`config.mk`:
```
export PLATFORM = sky130hd
export DESIGN_NAME = uart_rx_fifo
export DESIGN_NICKNAME = d
export VERILOG_FILES = /design/src/rtl/uart_rx_fifo.sv
export SDC_FILE = /design/constraint.sdc
export NUM_CORES = 1
export LEC_CHECK = 0
export BUFFER_PORTS_ARGS = -buffer_cell sky130_fd_sc_hd__clkbuf_2
export CAP_MARGIN = 25
export CORE_MARGIN = 3
export CORE_UTILIZATION = 55
export DETAILED_ROUTE_END_ITERATION = 16
export GPL_TIMING_DRIVEN = 0
export MAX_ROUTING_LAYER = met4
export PLACE_DENSITY = 0.76
export SLEW_MARGIN = 20
export SYNTH_ARGS = -nofsm -noshare
export SYNTH_HDL_FRONTEND = slang
export SYNTH_SLANG_ARGS = --single-unit
export TNS_END_PERCENT = 20
```
`constraint.sdc`:
```
create_clock -name clk -period 2.9 [get_ports clk]
set_input_delay 0.87 -clock clk [delete_from_list [all_inputs] [get_ports clk]]
set_output_delay 0.87 -clock clk [all_outputs]
set_load 0.1 [all_outputs]
```
`src/rtl/uart_rx_fifo.sv`:
```
// Receive-side byte FIFO between the UART receiver and the CPU register port.
// First-word-fall-through head, sticky overrun, and level/timeout interrupt.
module uart_rx_fifo #(
    parameter int DEPTH_LOG2 = 4
) (
    input  logic                  clk,
    input  logic                  rst,
    input  logic [7:0]            rx_data,
    input  logic                  rx_valid,
    input  logic                  rd_strobe,
    output logic [7:0]            rd_data,
    output logic [DEPTH_LOG2:0]   fifo_count,
    output logic                  fifo_empty,
    output logic                  fifo_full,
    input  logic                  flush,
    output logic                  overrun,
    input  logic                  overrun_clr,
    input  logic [DEPTH_LOG2:0]   irq_threshold,
    input  logic [15:0]           timeout_cycles,
    output logic                  irq
);

    localparam int                DEPTH    = 1 << DEPTH_LOG2;
    localparam logic [DEPTH_LOG2:0] FULL_CNT = (DEPTH_LOG2+1)'(DEPTH);

    logic [7:0]            mem_q [DEPTH];
    logic [DEPTH_LOG2-1:0] wr_ptr_q, wr_ptr_d, rd_ptr_q, rd_ptr_d;
    logic [DEPTH_LOG2:0]   count_q, count_d;
    logic [15:0]           idle_q, idle_d;
    logic                  overrun_q, overrun_d;
    logic                  empty, full, push, pop, drop;

    always_comb begin
        empty = (count_q == '0);
        full  = (count_q == FULL_CNT);
        pop   = rd_strobe && !empty;
        // A pop in the same cycle frees the slot, so a full FIFO still accepts.
        push  = rx_valid && (!full || pop);
        drop  = rx_valid && !push;

        wr_ptr_d  = wr_ptr_q;
        rd_ptr_d  = rd_ptr_q;
        count_d   = count_q;
        overrun_d = overrun_q;
        idle_d    = idle_q;

        if (flush) begin
            wr_ptr_d = '0;
            rd_ptr_d = '0;
            count_d  = '0;
        end else begin
            if (push) wr_ptr_d = wr_ptr_q + 1'b1;
            if (pop)  rd_ptr_d = rd_ptr_q + 1'b1;
            if (push && !pop)      count_d = count_q + 1'b1;
            else if (pop && !push) count_d = count_q - 1'b1;
        end

        if (drop && !flush)  overrun_d = 1'b1;
        else if (overrun_clr) overrun_d = 1'b0;

        // Saturating compare also covers timeout_cycles being lowered below idle.
        if (flush || push || pop || empty)  idle_d = '0;
        else if (idle_q >= timeout_cycles)  idle_d = timeout_cycles;
        else                                idle_d = idle_q + 16'd1;
    end

    always_ff @(posedge clk) begin
        if (rst) begin
            wr_ptr_q  <= '0;
            rd_ptr_q  <= '0;
            count_q   <= '0;
            idle_q    <= '0;
            overrun_q <= 1'b0;
        end else begin
            wr_ptr_q  <= wr_ptr_d;
            rd_ptr_q  <= rd_ptr_d;
            count_q   <= count_d;
            idle_q    <= idle_d;
            overrun_q <= overrun_d;
        end
    end

    always_ff @(posedge clk) begin
        if (!rst && !flush && push) mem_q[wr_ptr_q] <= rx_data;
    end

    assign rd_data    = empty ? 8'h00 : mem_q[rd_ptr_q];
    assign fifo_count = count_q;
    assign fifo_empty = empty;
    assign fifo_full  = full;
    assign overrun    = overrun_q;
    assign irq        = ((irq_threshold != '0) && (count_q >= irq_threshold)) ||
                        ((timeout_cycles != '0) && !empty && (idle_q == timeout_cycles));

endmodule

```
* Word level (Yosys, flattened, before mapping)
Memory sizes are Yosys's and may differ from the RTL's. A register that Yosys moved wholly into a read port is not among the register bits.
Cells that the tools add are included.
** Cells by class
- Muxes and demuxes :: 10
- $add $sub $neg :: 5
- Magnitude comparators :: 2
- Equal/unequal tests :: 2
- Reduce and logical (&&, ||, !) cells :: 29
** Operator list (number)
- $add 16x1->16 const B :: 1
- $eq 16x16->1 :: 1
- $ge 16x16->1 :: 1
- $mux 16 :: 1
- $reduce_bool 16->1 :: 1
- $logic_and 1x1->1 :: 11
- $mux 5 :: 2
- $add 4x1->4 const B :: 2
- $mux 4 :: 2
- $mux 8 :: 1
- $logic_not 1->1 :: 6
- $add 5x1->5 const B :: 1
- $eq 5x5->1 const B :: 1
- $ge 5x5->1 :: 1
- $logic_not 5->1 :: 1
- $logic_or 1x1->1 :: 5
- $reduce_bool 5->1 :: 1
- $sub 5x1->5 const B :: 1
- $mux 1 :: 4
- $reduce_bool 2->1 :: 2
- $reduce_or 2->1 :: 2
** Word-level totals
- Memories kept :: 1
- Input port bits :: 35
- Output and inout bits :: 17
- Logic and storage cells :: 54
- Bits in writable memories :: 128
- Register bits after elaboration :: 30
** Memory list
- mem_q :: words 16, bits a word 8, rd ports 1, clocked after Yosys merged registers in 1, write ports 1, line 26 : logic [7:0] mem_q [DEPTH];

* Logic depth before layout (Yosys ltp)
- Word-level depth :: 9
- Mapped depth :: 11
- Mapped depth without buffers :: 11

* Worst setup path after synthesis
OpenSTA, ideal clock, no wires.
- Path type :: register to output
- Start point :: reg count_q[0], in the netlist fifo_count[0]
- End point :: out irq
- Path buffers :: 0
- Required time :: 2030 ps
- Cell stages (with the launch flop) :: 8
- Setup slack :: -1885 ps
- Data arrival time :: 3915 ps
- Cell sequence :: dfxtp_1 > inv_1 > ha_1 > nand2b_1 > a21o_1 > a21o_1 > a211oi_1 > o21ai_0
** On the way
- Word-level cells in the longest chain between the ends :: 5
- Elaborated cells between the ends (all ways) :: 7
- Classes of those cells :: 1 x order compare; 6 x reduce/logical
** Ends and longest elaborated chain
- from (decl) :: line 28 : logic [DEPTH_LOG2:0] count_q, count_d;
- from (signal assigned) :: line 77 : count_q <= count_d;
- branches (longest 4 deep; another with $ge 5x5->1)
- $logic_or 1x1->1 * :: line 92 : assign irq = ((irq_threshold != '0) && (count_q >= irq_threshold)) ||
- to (decl) :: line 20 : output logic irq
Mark *: on every way between the ends.

==> results.tsv <==
stage	metric	value	unit
layout	ANT cells	0	
synth	prevailing post-synth register cell	sky130_fd_sc_hd__edfxtp_1	
timing	Fin. Hold Viols	0	
synth	sequential area share after synthesis	0.600	
synth	EDFF count, synth	128	
routing	DR vias/cell	5.97	
outcome	failing checks	setup timing	
timing	unrepaired setup endpoints after global routing	yes	
routing	violation count after the first detailed-routing iteration	403	
synth	main area contributors after synthesis	sky130_fd_sc_hd__edfxtp_1, sky130_fd_sc_hd__dfxtp_1, sky130_fd_sc_hd__mux4_1	
min_path	capture endpoint of the worst hold path	overrun	
layout	synth-to-layout area growth	19.6	%
worst_setup_path	Buf/Inv on CP	4	
timing	Final Hold Slack	483	ps
routing	Total Wirelength	16500	um
worst_setup_path	cell-by-cell trace of the critical path	buf_12 > buf_12 > buf_16 > mux4_2 > mux4_2 > and2_4 > clkbuf_16	
synth	Netlist Area Pre-Place	0.00754	mm^2
synth	library cell occupying the most area in the post-synthesis netlist	sky130_fd_sc_hd__edfxtp_1	
global_routing	antenna violations before repair	0	
clock_tree	clock insertion delay at the later pin of the skew report	430	ps
floorplanning	core box area	0.0133	mm^2
clock_tree	cell at the root of the clock tree	sky130_fd_sc_hd__clkbuf_16	
min_path	count of cells along the worst hold path	1	
routing	Antenna Violating Nets Remaining	0	
synth	Synth top area share	0.510	
timing	final period utilization	1.18	
global_routing	wire length of the first global-routing pass	26000	um
layout	number of filler cells placed in the layout	932	
routing	total number of vias	4553	
routing	number of remaining DRC errors	0	
worst_setup_path	reg-to-reg critical path endpoint	fifo_count[4]	
synth	largest family of logic cells by synthesized area	multiplexers	
synth	total of flip-flops plus latches after synthesis	162	
clock_tree	maximum clock path buffer count	2	
synth	multiplexer share of the synthesized area	0.134	
worst_setup_path	source of the worst register-to-register timing path	fifo_count[0]	
synth	area fraction in compound gates after synthesis	0.0471	
floorplanning	Initial Util	0.565	
synth	number of nets produced by synthesis	564	
placed_design	post-detailed-placement cell area	0.00810	mm^2
worst_setup_path	Required @ worst endpoint	2030	ps
pwr	cell area power density	676	mW/mm^2
global_routing	Congestion Overflow GR	0	
layout	area of the multi-input gates	0.00280	mm^2
worst_setup_path	longest individual stage delay on the worst path	530	ps
floorplanning	Die Y-Extent	123	um
layout	Sequential cell area	0.00453	mm^2
layout	final design instance area without fill	0.00901	mm^2
placed_design	number of port buffers	51	
worst_setup_path	r2r setup slk	140	ps
worst_setup_path	type of the worst setup path	flop to output pin	
pwr	total power	6090	uW
synth	post-synthesis instance total	497	
clock_tree	Worst-path clk slew	70	ps
placed_design	detailed placer's ending HPWL	10700	um
layout	net count reported at finish	641	
synth	xor/xnor share of the synthesized area	0.0267	
worst_setup_path	CP max stage cell	sky130_fd_sc_hd__mux4_2	
clock_tree	clock sink count	162	
synth	fraction of synthesis flops using an asynchronous set or reset pin	0	
worst_setup_path	CP Max Fanout	5	
layout	share of post-route cells with drive strength above 1	0.322	
global_routing	via count of the first global-routing pass	4672	
worst_setup_path	type of element launching the critical path	flop	
min_path	worst min-delay path category	flop to flop	
timing	clock period minus worst slack	3420	ps
worst_setup_path	data arrival time of the critical path	2550	ps
floorplanning	full die area	0.0151	mm^2
timing	Max Clk Rate	292	MHz
timing	Clock Skew	7.57	ps
clock_tree	number of buffers added by the clock tree synthesis step	17	
routing	First-pass DRT Iterations	6	
timing	max-slew violations	0	
synth	post-synthesis adder-cell area fraction	0.0541	
floorplanning	die width	123	um
clock_tree	CTS tree	built	
timing	Relative slew margins	0.331	
clock_tree	total number of H-tree levels	4	
global_routing	largest net degree at the start of global routing	17	
synth	basic-gate share of the synthesized area counting and, or, nand and nor cells	0.103	
pwr	leakage	0.00322	uW
worst_setup_path	kind of end point of the critical path	output pin	
routing	routed length per placed instance	21.7	um
synth	Post-synth top cells	sky130_fd_sc_hd__edfxtp_1, sky130_fd_sc_hd__nor2_1, sky130_fd_sc_hd__dfxtp_1, sky130_fd_sc_hd__ha_1, sky130_fd_sc_hd__inv_1	
global_routing	total global routing track utilization	0.242	
timing	Final Setup Violations	9	
worst_setup_path	number of cells on the worst reg-to-reg path	11	
synth	count leader, synth	sky130_fd_sc_hd__edfxtp_1	
min_path	source of the worst hold timing path	overrun	
timing	slew at the pin closest to its max-slew limit	1000	ps
floorplanning	standard-cell row count	42	
worst_setup_path	gate family responsible for the most delay along the worst path	multiplexers	
timing	final setup margin	-524	ps
outcome	result of the run	finished with violations	
synth	number of warnings printed during yosys synthesis	0	
placed_design	Placer Congestion	0.867	
synth	average size of a mapped cell	15.2	um^2
flow_run	Maximum Capacitance Violations	0	
synth	synth unique cells	47	
pwr	maximum resistive drop on vdd	0.000619	V
floorplanning	number of placed I/O pins	52	
## sequential cells by signal, summed over array words and instances (netlist names), named ones only
signal      flops
fifo_count      5
mem_q         128
wr_ptr_q        4
idle_q         16
overrun         1
rd_ptr_q        4
## worst max path at each step
stage	start	end	slack (ps)	cells past startpoint
global placement	timeout_cycles[11]	irq	-680	8
CTS	flop	rd_data[7]	-520	7
floorplan	timeout_cycles[11]	irq	-90	6
global route	flop	rd_data[7]	-570	7
finish	flop	rd_data[1]	-520	7
detailed placement	timeout_cycles[11]	irq	-700	8
## logic make-up after synthesis
logic type	Yosys count
mux	42
compound gates	50
fa+ha+maj	32
flops	162
xor+xnor	23
simple gates	137
buf+inv	51
## what timing repair did
item,CTS,global route
setup buffers,2,3
hold buffers,0,0
resized for setup,61,8
gates cloned,2,0
endpoints found under the setup margin,10,11
pin swaps,0,2
## power breakdown
part	switching (uW)	internal (uW)
Clock	974	1290
Sequential	33.1	2530
Combinational	776	490
Total	1780	4310
## per-layer routing
metal / share of wire / vias to the layer above / global-route usage
li1: - / 2071 / -
met1: 0.41 / 2311 / 0.305
met2: 0.52 / 139 / 0.399
met3: 0.051 / 32 / 0.0453
met4: 0.025 / 0 / 0.0837
met5: 0 / - / -
## stage by stage
step                worst slack, ps  instances  setup TNS, ps  utilization
floorplan                     -85.5        497           -140            -
global placement               -678        724          -4230        0.606
detailed placement             -698        724          -5320        0.606
CTS                            -519        760          -4410        0.672
global route                   -569        763          -4920        0.675
finish                         -524        763          -4280        0.675
## cells in the final DEF, fill, tap and decap left out, drive strengths merged, types with 2 or more instances in the layout
| master | count |
|---|---|
| edfxtp | 128 |
| clkbuf | 73 |
| nor2 | 41 |
| mux4 | 40 |
| inv | 40 |
| dfxtp | 34 |
| ha | 31 |
| nor3 | 28 |
| a21oi | 27 |
| buf | 21 |
| nand2 | 15 |
| xor2 | 14 |
| nand3 | 14 |
| nor4 | 11 |
| xnor2 | 9 |
| and2 | 9 |
| nand4 | 8 |
| o21ai | 8 |
| a21o | 5 |
| clkinvlp | 5 |
| or3 | 4 |
| nand2b | 2 |
| and3 | 2 |
| mux2i | 2 |
| bufinv | 2 |
| a211oi | 2 |
| a221o | 2 |
## cell type report
cell class	instances	share of cell area
buffer	19	0.0196
clock inverter	15	0.0189
tap	176	0.0244
inverter	32	0.0144
timing repair buffer	58	0.0618
multi-input combinational	284	0.311
clock buffer	17	0.0472
sequential	162	0.503
## worst register-to-register path, stage by stage, from the launching register on
cell	delay, ps
sky130_fd_sc_hd__dfxtp_2	370
sky130_fd_sc_hd__nor4_4	340
sky130_fd_sc_hd__nand2_1	180
sky130_fd_sc_hd__nand2_2	160
sky130_fd_sc_hd__ha_1	190
sky130_fd_sc_hd__inv_1	110
sky130_fd_sc_hd__fa_1	410
sky130_fd_sc_hd__a21o_1	200
sky130_fd_sc_hd__a21oi_1	190
sky130_fd_sc_hd__xnor2_1	100
sky130_fd_sc_hd__or3_1	310
sky130_fd_sc_hd__a21oi_1	130
Note: power is estimated with default switching activity, not from simulation.
